--- config.mk ---
export PLATFORM = sky130hd
export DESIGN_NAME = enemy_fire_scheduler
export DESIGN_NICKNAME = d
export VERILOG_FILES = /design/src/rtl/enemy_fire_scheduler_pkg.sv /design/src/rtl/enemy_fire_scheduler_rr_pick.sv /design/src/rtl/enemy_fire_scheduler.sv
export SDC_FILE = /design/constraint.sdc
export NUM_CORES = 1
export LEC_CHECK = 0
export CAP_MARGIN = 20
export CORE_ASPECT_RATIO = 0.7
export CORE_MARGIN = 1.5
export CORE_UTILIZATION = 47
export CTS_BUF_LIST = sky130_fd_sc_hd__clkbuf_4
export DETAILED_ROUTE_END_ITERATION = 16
export GPL_TIMING_DRIVEN = 1
export HOLD_SLACK_MARGIN = 0.15
export PLACE_DENSITY = 0.67
export SLEW_MARGIN = 10
export SYNTH_ARGS = -nofsm -noshare
export SYNTH_HDL_FRONTEND = slang
export SYNTH_HIERARCHICAL = 1
export SYNTH_SLANG_ARGS = --single-unit
export TNS_END_PERCENT = 100
--- constraint.sdc ---
create_clock -name frame_clk -period 9.7 [get_ports frame_clk]
set_input_delay 2.91 -clock frame_clk [delete_from_list [all_inputs] [get_ports frame_clk]]
set_output_delay 2.91 -clock frame_clk [all_outputs]
set_load 0.05 [all_outputs]
--- src/rtl/enemy_fire_scheduler_pkg.sv ---
// Shared constants and types for the enemy fire path.
// Pure declarations; no logic, so no latency or backpressure of its own.
package galaga_lib;

    localparam int NP_ENEMY        = 10;
    localparam int NE_ENEMY        = 8;
    localparam int ENEMY_CD_FRAMES = 4;
    localparam int ENEMY_MAX_LIVE  = 6;

    typedef enum logic {SCHED_IDLE, SCHED_COOL} sched_state_t;

endpackage

--- src/rtl/enemy_fire_scheduler_rr_pick.sv ---
// Rotating priority encoder: first set req bit at or after ptr, wrapping N-1 -> 0.
// Purely combinational, zero latency; has no flow control of its own.
module rr_pick #(
    parameter  int N = 8,
    localparam int W = (N > 1) ? $clog2(N) : 1
) (
    input  logic [N-1:0] req,
    input  logic [W-1:0] ptr,
    output logic         found,
    output logic [W-1:0] idx
);

    int j;

    always_comb begin
        found = 1'b0;
        idx   = '0;
        j     = 0;
        for (int i = 0; i < N; i++) begin
            j = int'(ptr) + i;
            if (j >= N) j = j - N;
            if (!found && req[j]) begin
                found = 1'b1;
                idx   = W'(j);
            end
        end
    end

endmodule

--- src/rtl/enemy_fire_scheduler.sv ---
// Round-robin enemy fire arbiter: grants one requester per frame onto the lowest free slot.
// Registered outputs, one frame after sampling; requests are ignored (not queued) during cooldown.
module enemy_fire_scheduler
    import galaga_lib::*;
#(
    parameter  int NP        = NP_ENEMY,
    parameter  int NE        = NE_ENEMY,
    parameter  int CD_FRAMES = ENEMY_CD_FRAMES,
    parameter  int MAX_LIVE  = ENEMY_MAX_LIVE,
    localparam int PW        = (NP > 1) ? $clog2(NP) : 1,
    localparam int EW        = (NE > 1) ? $clog2(NE) : 1,
    localparam int CW        = $clog2(CD_FRAMES + 1),
    localparam int KW        = $clog2(NP + 1)
) (
    input  logic          frame_clk,
    input  logic          Reset,
    input  logic          Enable,
    input  logic [NE-1:0] FireReq,
    input  logic [NP-1:0] ProjEn,
    output logic [NE-1:0] FireGnt,
    output logic [NP-1:0] ProjActvt,
    output logic [PW-1:0] GntSlot,
    output logic          CoolBusy
);

    if (CD_FRAMES < 1) begin : g_cd_chk
        $error("CD_FRAMES must be >= 1");
    end
    if (MAX_LIVE < 1 || MAX_LIVE > NP) begin : g_live_chk
        $error("MAX_LIVE must be within 1..NP");
    end

    sched_state_t  state, state_nx;
    logic [EW-1:0] rr_ptr, rr_nx;
    logic [CW-1:0] cd_cnt, cd_nx;
    logic [NE-1:0] gnt_nx;
    logic [NP-1:0] actvt_nx;
    logic [PW-1:0] slot_nx;

    logic          win_found, slot_found, grant_ok;
    logic [EW-1:0] win;
    logic [PW-1:0] slot;
    logic [KW-1:0] live;

    rr_pick #(.N(NE)) u_pick_enemy (
        .req   (FireReq),
        .ptr   (rr_ptr),
        .found (win_found),
        .idx   (win)
    );

    // Lowest free slot: same encoder with a fixed zero pointer over the free mask.
    rr_pick #(.N(NP)) u_pick_slot (
        .req   (~ProjEn),
        .ptr   ('0),
        .found (slot_found),
        .idx   (slot)
    );

    always_comb begin
        live = '0;
        for (int i = 0; i < NP; i++) live = live + KW'(ProjEn[i]);
    end

    assign grant_ok = Enable && win_found && slot_found && (live < KW'(MAX_LIVE));

    always_comb begin
        state_nx = state;
        rr_nx    = rr_ptr;
        cd_nx    = cd_cnt;
        gnt_nx   = '0;
        actvt_nx = '0;
        slot_nx  = '0;
        case (state)
            SCHED_IDLE: begin
                if (grant_ok) begin
                    gnt_nx   = NE'(1) << win;
                    actvt_nx = NP'(1) << slot;
                    slot_nx  = slot;
                    rr_nx    = (win == EW'(NE - 1)) ? '0 : win + 1'b1;
                    cd_nx    = CW'(CD_FRAMES - 1);
                    state_nx = SCHED_COOL;
                end
            end
            SCHED_COOL: begin
                if (cd_cnt != '0) cd_nx = cd_cnt - 1'b1;
                else              state_nx = SCHED_IDLE;
            end
            default: state_nx = SCHED_IDLE;
        endcase
    end

    always_ff @(posedge frame_clk) begin
        if (Reset) begin
            state     <= SCHED_IDLE;
            rr_ptr    <= '0;
            cd_cnt    <= '0;
            FireGnt   <= '0;
            ProjActvt <= '0;
            GntSlot   <= '0;
            CoolBusy  <= 1'b0;
        end else begin
            state     <= state_nx;
            rr_ptr    <= rr_nx;
            cd_cnt    <= cd_nx;
            FireGnt   <= gnt_nx;
            ProjActvt <= actvt_nx;
            GntSlot   <= slot_nx;
            CoolBusy  <= (state_nx == SCHED_COOL);
        end
    end

endmodule

==> run_results.csv <==
group,metric,value,unit
run_status,outcome,"complete, no violations",
critical_path,worst-path-buf-inv,2,
job,maxCapViolations,0,
cells_and_area,area_growth,13.2,%
logic_synthesis,synth_edf_count,0,
floorplanning,dieWidth,128,um
timing,final.period_utilization,67.5,%
logic_synthesis,synth_area_leaders,"dfxtp_1, ha_1, mux4_2",
floorplanning,ios,44,
clocking,cts_num_sinks,29,
placed_design,place_inst,804,
timing,setup_viol_count_final,0,
timing,min_period,6.55,ns
logic_synthesis,ys_seq_area_share,11.3,%
critical_path,critPathMaxStageDelay,0.58,ns
power,p_leak,2.38,nW
timing,layout_setup_ws,3.15,ns
critical_path,crit_fanout,11,
clocking,htreeDepth,2,
routing,drc,0,
placed_design,place_congestion,0.943,
logic_synthesis,ys_warn_count,6,
grt,grt_first_pass_wirelength,24600,um
critical_path,critPathLaunchType,"input port",
critical_path,reg2reg_depth,11,
critical_path,crit_cells,11,
clocking,clockRootBuffer,"clkbuf_4",
min_path,min_from,"cd_cnt[1]",
placed_design,hpwl,12000,um
power,p_per_area,177,mW/mm^2
floorplanning,core,0.0105,mm^2
floorplanning,die_y,90.3,um
routing,vias,5200,
timing,setup_tns,0,ns
critical_path,crit_top_cell,"fa_1",
timing,fmax,153,MHz
cells_and_area,post-route-util,55.3,%
critical_path,path_class,"in -> reg",
cells_and_area,layout.cells.non_filler,812,
routing,ant_nets,0,
cells_and_area,drive_gt1_share,10.4,%
power,ir_drop,87.0,uV
logic_synthesis,yosys_most_used_dff,"dfxtp_1",
min_path,hold_class,"reg -> reg",
routing,drt_iter0_drc,485,
timing,slew_headroom,36.7,%
logic_synthesis,synthArstFlopShare,0,%
min_path,min_path_cells,2,
clocking,cts_hold_buffers,0,
critical_path,r2r-end,"rr_ptr[2]",
clocking,cts_made_buffers,5,
cells_and_area,nFillCells,1014,
critical_path,r2r_setup_slack,5.18,ns
routing,dr.pass1.iters,5,
critical_path,critical_path.top_delay_family,"adder cells",
logic_synthesis,syn_area_per_cell,8.22,um^2
routing,avgRoutedWirePerCell,18.6,um
floorplanning,die_area,0.0115,mm^2
clocking,worstSkewPairLatency,0.32,ns
clocking,post_cts_buffers,0,
grt,overflow,0,
logic_synthesis,synth_cells,623,
logic_synthesis,synth.distinct_cells,98,
critical_path,cp_cell_sequence,"clkdlybuf4s50_1 > inv_1 > fa_1 > fa_1 > fa_1 > nor2_1 > fa_1 > xor2_1 > a21oi_1 > nand3_1 > nor4_1",
grt,grt_usage,26.3,%
cells_and_area,fin_nets,739,
critical_path,cp_data_arrival_time,6.75,ns
clocking,clkTransAtPathRegs,0.09,ns
grt,grt_max_degree,29,
timing,tightest_slew,0.922,ns
routing,vias_per_cell,6.40,
timing,hold_viol_final,0,
timing,slew_violations,0,
logic_synthesis,synth_area,0.00512,mm^2
floorplanning,initial_core_util,48.9,%
logic_synthesis,synth_top_area_share,11.3,%
cells_and_area,diodes,0,
critical_path,timing.rr.start,"rr_ptr[0]",
grt,antenna_found_initial,0,
clocking,cts_tree,"done",
routing,wl,15100,um
floorplanning,fp-row-count,31,
timing,finClkSkew,0.00659,ns
critical_path,crit_path_end_kind,"register",
placed_design,port-buffer-count,43,
clocking,cts_resized,0,
critical_path,crit_path_top_delay_cell,"fa_1",
placed_design,pre_cts_slack,2.81,ns
grt,grt_pass1_vias,4848,
min_path,hold_end,"cd_cnt[1]",
clocking,cts_buffer_depth,2,
logic_synthesis,synth-seq-cells,29,
logic_synthesis,synth_top_cell_by_area,"dfxtp_1",
timing,rsz0062_at_grt,"no",
critical_path,required,9.90,ns
power,power,1.03,mW
[how the worst max path moves through the flow]
stage,start,to
after floorplan,ProjEn[0],ProjActvt[1]
after global placement,ProjEn[0],ProjActvt[9]
after detailed placement,ProjEn[0],ProjActvt[1]
after CTS,ProjEn[0],ProjActvt[1]
after global routing,ProjEn[0],ProjActvt[1]
final,ProjEn[0],ProjActvt[1]
[metal layers]
layer,global-route usage (%),vias to the layer above,wire (um)
met5,0,-,0
met4,4.59,0,137
met3,2.90,18,1430
met2,39.1,230,6350
met1,41.0,2486,7200
li1,-,2466,-
[worst min-delay path, delay by kind of cell, from the launching register on]
kind,cells,cell delay (ns)
buffers and inverters,1,0.07
flip-flops,1,0.31
AO/OA/AOI/OAI,1,0.08
[Yosys cell counts, drive strengths merged (6+ instances only)]
| master | n |
|---|---|
| nor2 | 29 |
| mux4 | 18 |
| nor3b | 8 |
| nand2 | 29 |
| buf | 16 |
| dfxtp | 29 |
| xnor2 | 8 |
| mux2 | 16 |
| a21boi | 6 |
| mux2i | 26 |
| a211oi | 10 |
| nand2b | 16 |
| a21oi | 37 |
| or4 | 6 |
| nor4 | 10 |
| nand3b | 9 |
| and2 | 15 |
| clkbuf | 13 |
| or2 | 7 |
| ha | 33 |
| or3 | 10 |
| a21o | 10 |
| nand3 | 21 |
| and3 | 9 |
| o21ai | 42 |
| o211ai | 7 |
| fa | 6 |
| inv | 43 |
| nor3 | 15 |
| nor2b | 6 |
| a31oi | 10 |
[registers in the layout, summed over array words and instances (netlist names)]
signal / cells
FireGnt: 8
GntSlot: 4
ProjActvt: 10
cd_cnt: 3
rr_ptr: 3
state: 1
[cell families (layout without fill, tap and decap cells)]
| group | Yosys count | in the layout | share of synthesized area [%] |
|---|---|---|---|
| other | 1 | 33 | 0.0733 |
| AND/OR/NAND/NOR | 210 | 210 | 24.7 |
| multiplexers | 60 | 60 | 16.7 |
| XOR/XNOR | 14 | 14 | 2.96 |
| adder cells (fa/ha/maj) | 39 | 39 | 10.4 |
| buffers and inverters | 74 | 99 | 6.11 |
| flip-flops | 29 | 29 | 11.3 |
| AO/OA/AOI/OAI | 196 | 196 | 27.7 |
[where the power goes]
part           switching (mW)  leakage (nW)  internal, mW
clock                  0.0401        0.0433        0.0564
sequential             0.0228         0.235         0.139
combinational           0.455          2.10         0.312
[placed cells by master (no fill, tap or decap), drive strengths merged, types with 10 or more instances in the layout]
cell type,count
nand2,29
o21ai,42
or3,10
nor2,29
mux4,18
a211oi,10
inv,43
ha,33
a31oi,10
and2,15
clkdlybuf4s50,43
nor3,15
dfxtp,29
mux2,16
nand2b,16
nor4,10
mux2i,26
conb,33
a21oi,37
a21o,10
nand3,21
[area by class of cell]
| class | instances | area [um^2] | area share, % |
|---|---|---|---|
| repair buffers | 46 | 453 | 7.82 |
| well taps | 132 | 165 | 2.85 |
| multi-input cells | 552 | 4350 | 75.0 |
| flip-flops and latches | 29 | 581 | 10.0 |
| clock inverters | 2 | 33.8 | 0.583 |
| clock buffers | 6 | 45.0 | 0.778 |
| inverters | 45 | 169 | 2.92 |
[through the flow]
step | hold WS, ns | area, um^2
2_1_floorplan | 0.442 | 5240
3_3_place_gp | 0.452 | 5710
3_5_place_dp | 0.479 | 5710
4_1_cts | 0.492 | 5790
5_1_grt | 0.537 | 5790
6_report | 0.493 | 5790
Note: power is estimated with default switching activity, not from simulation.
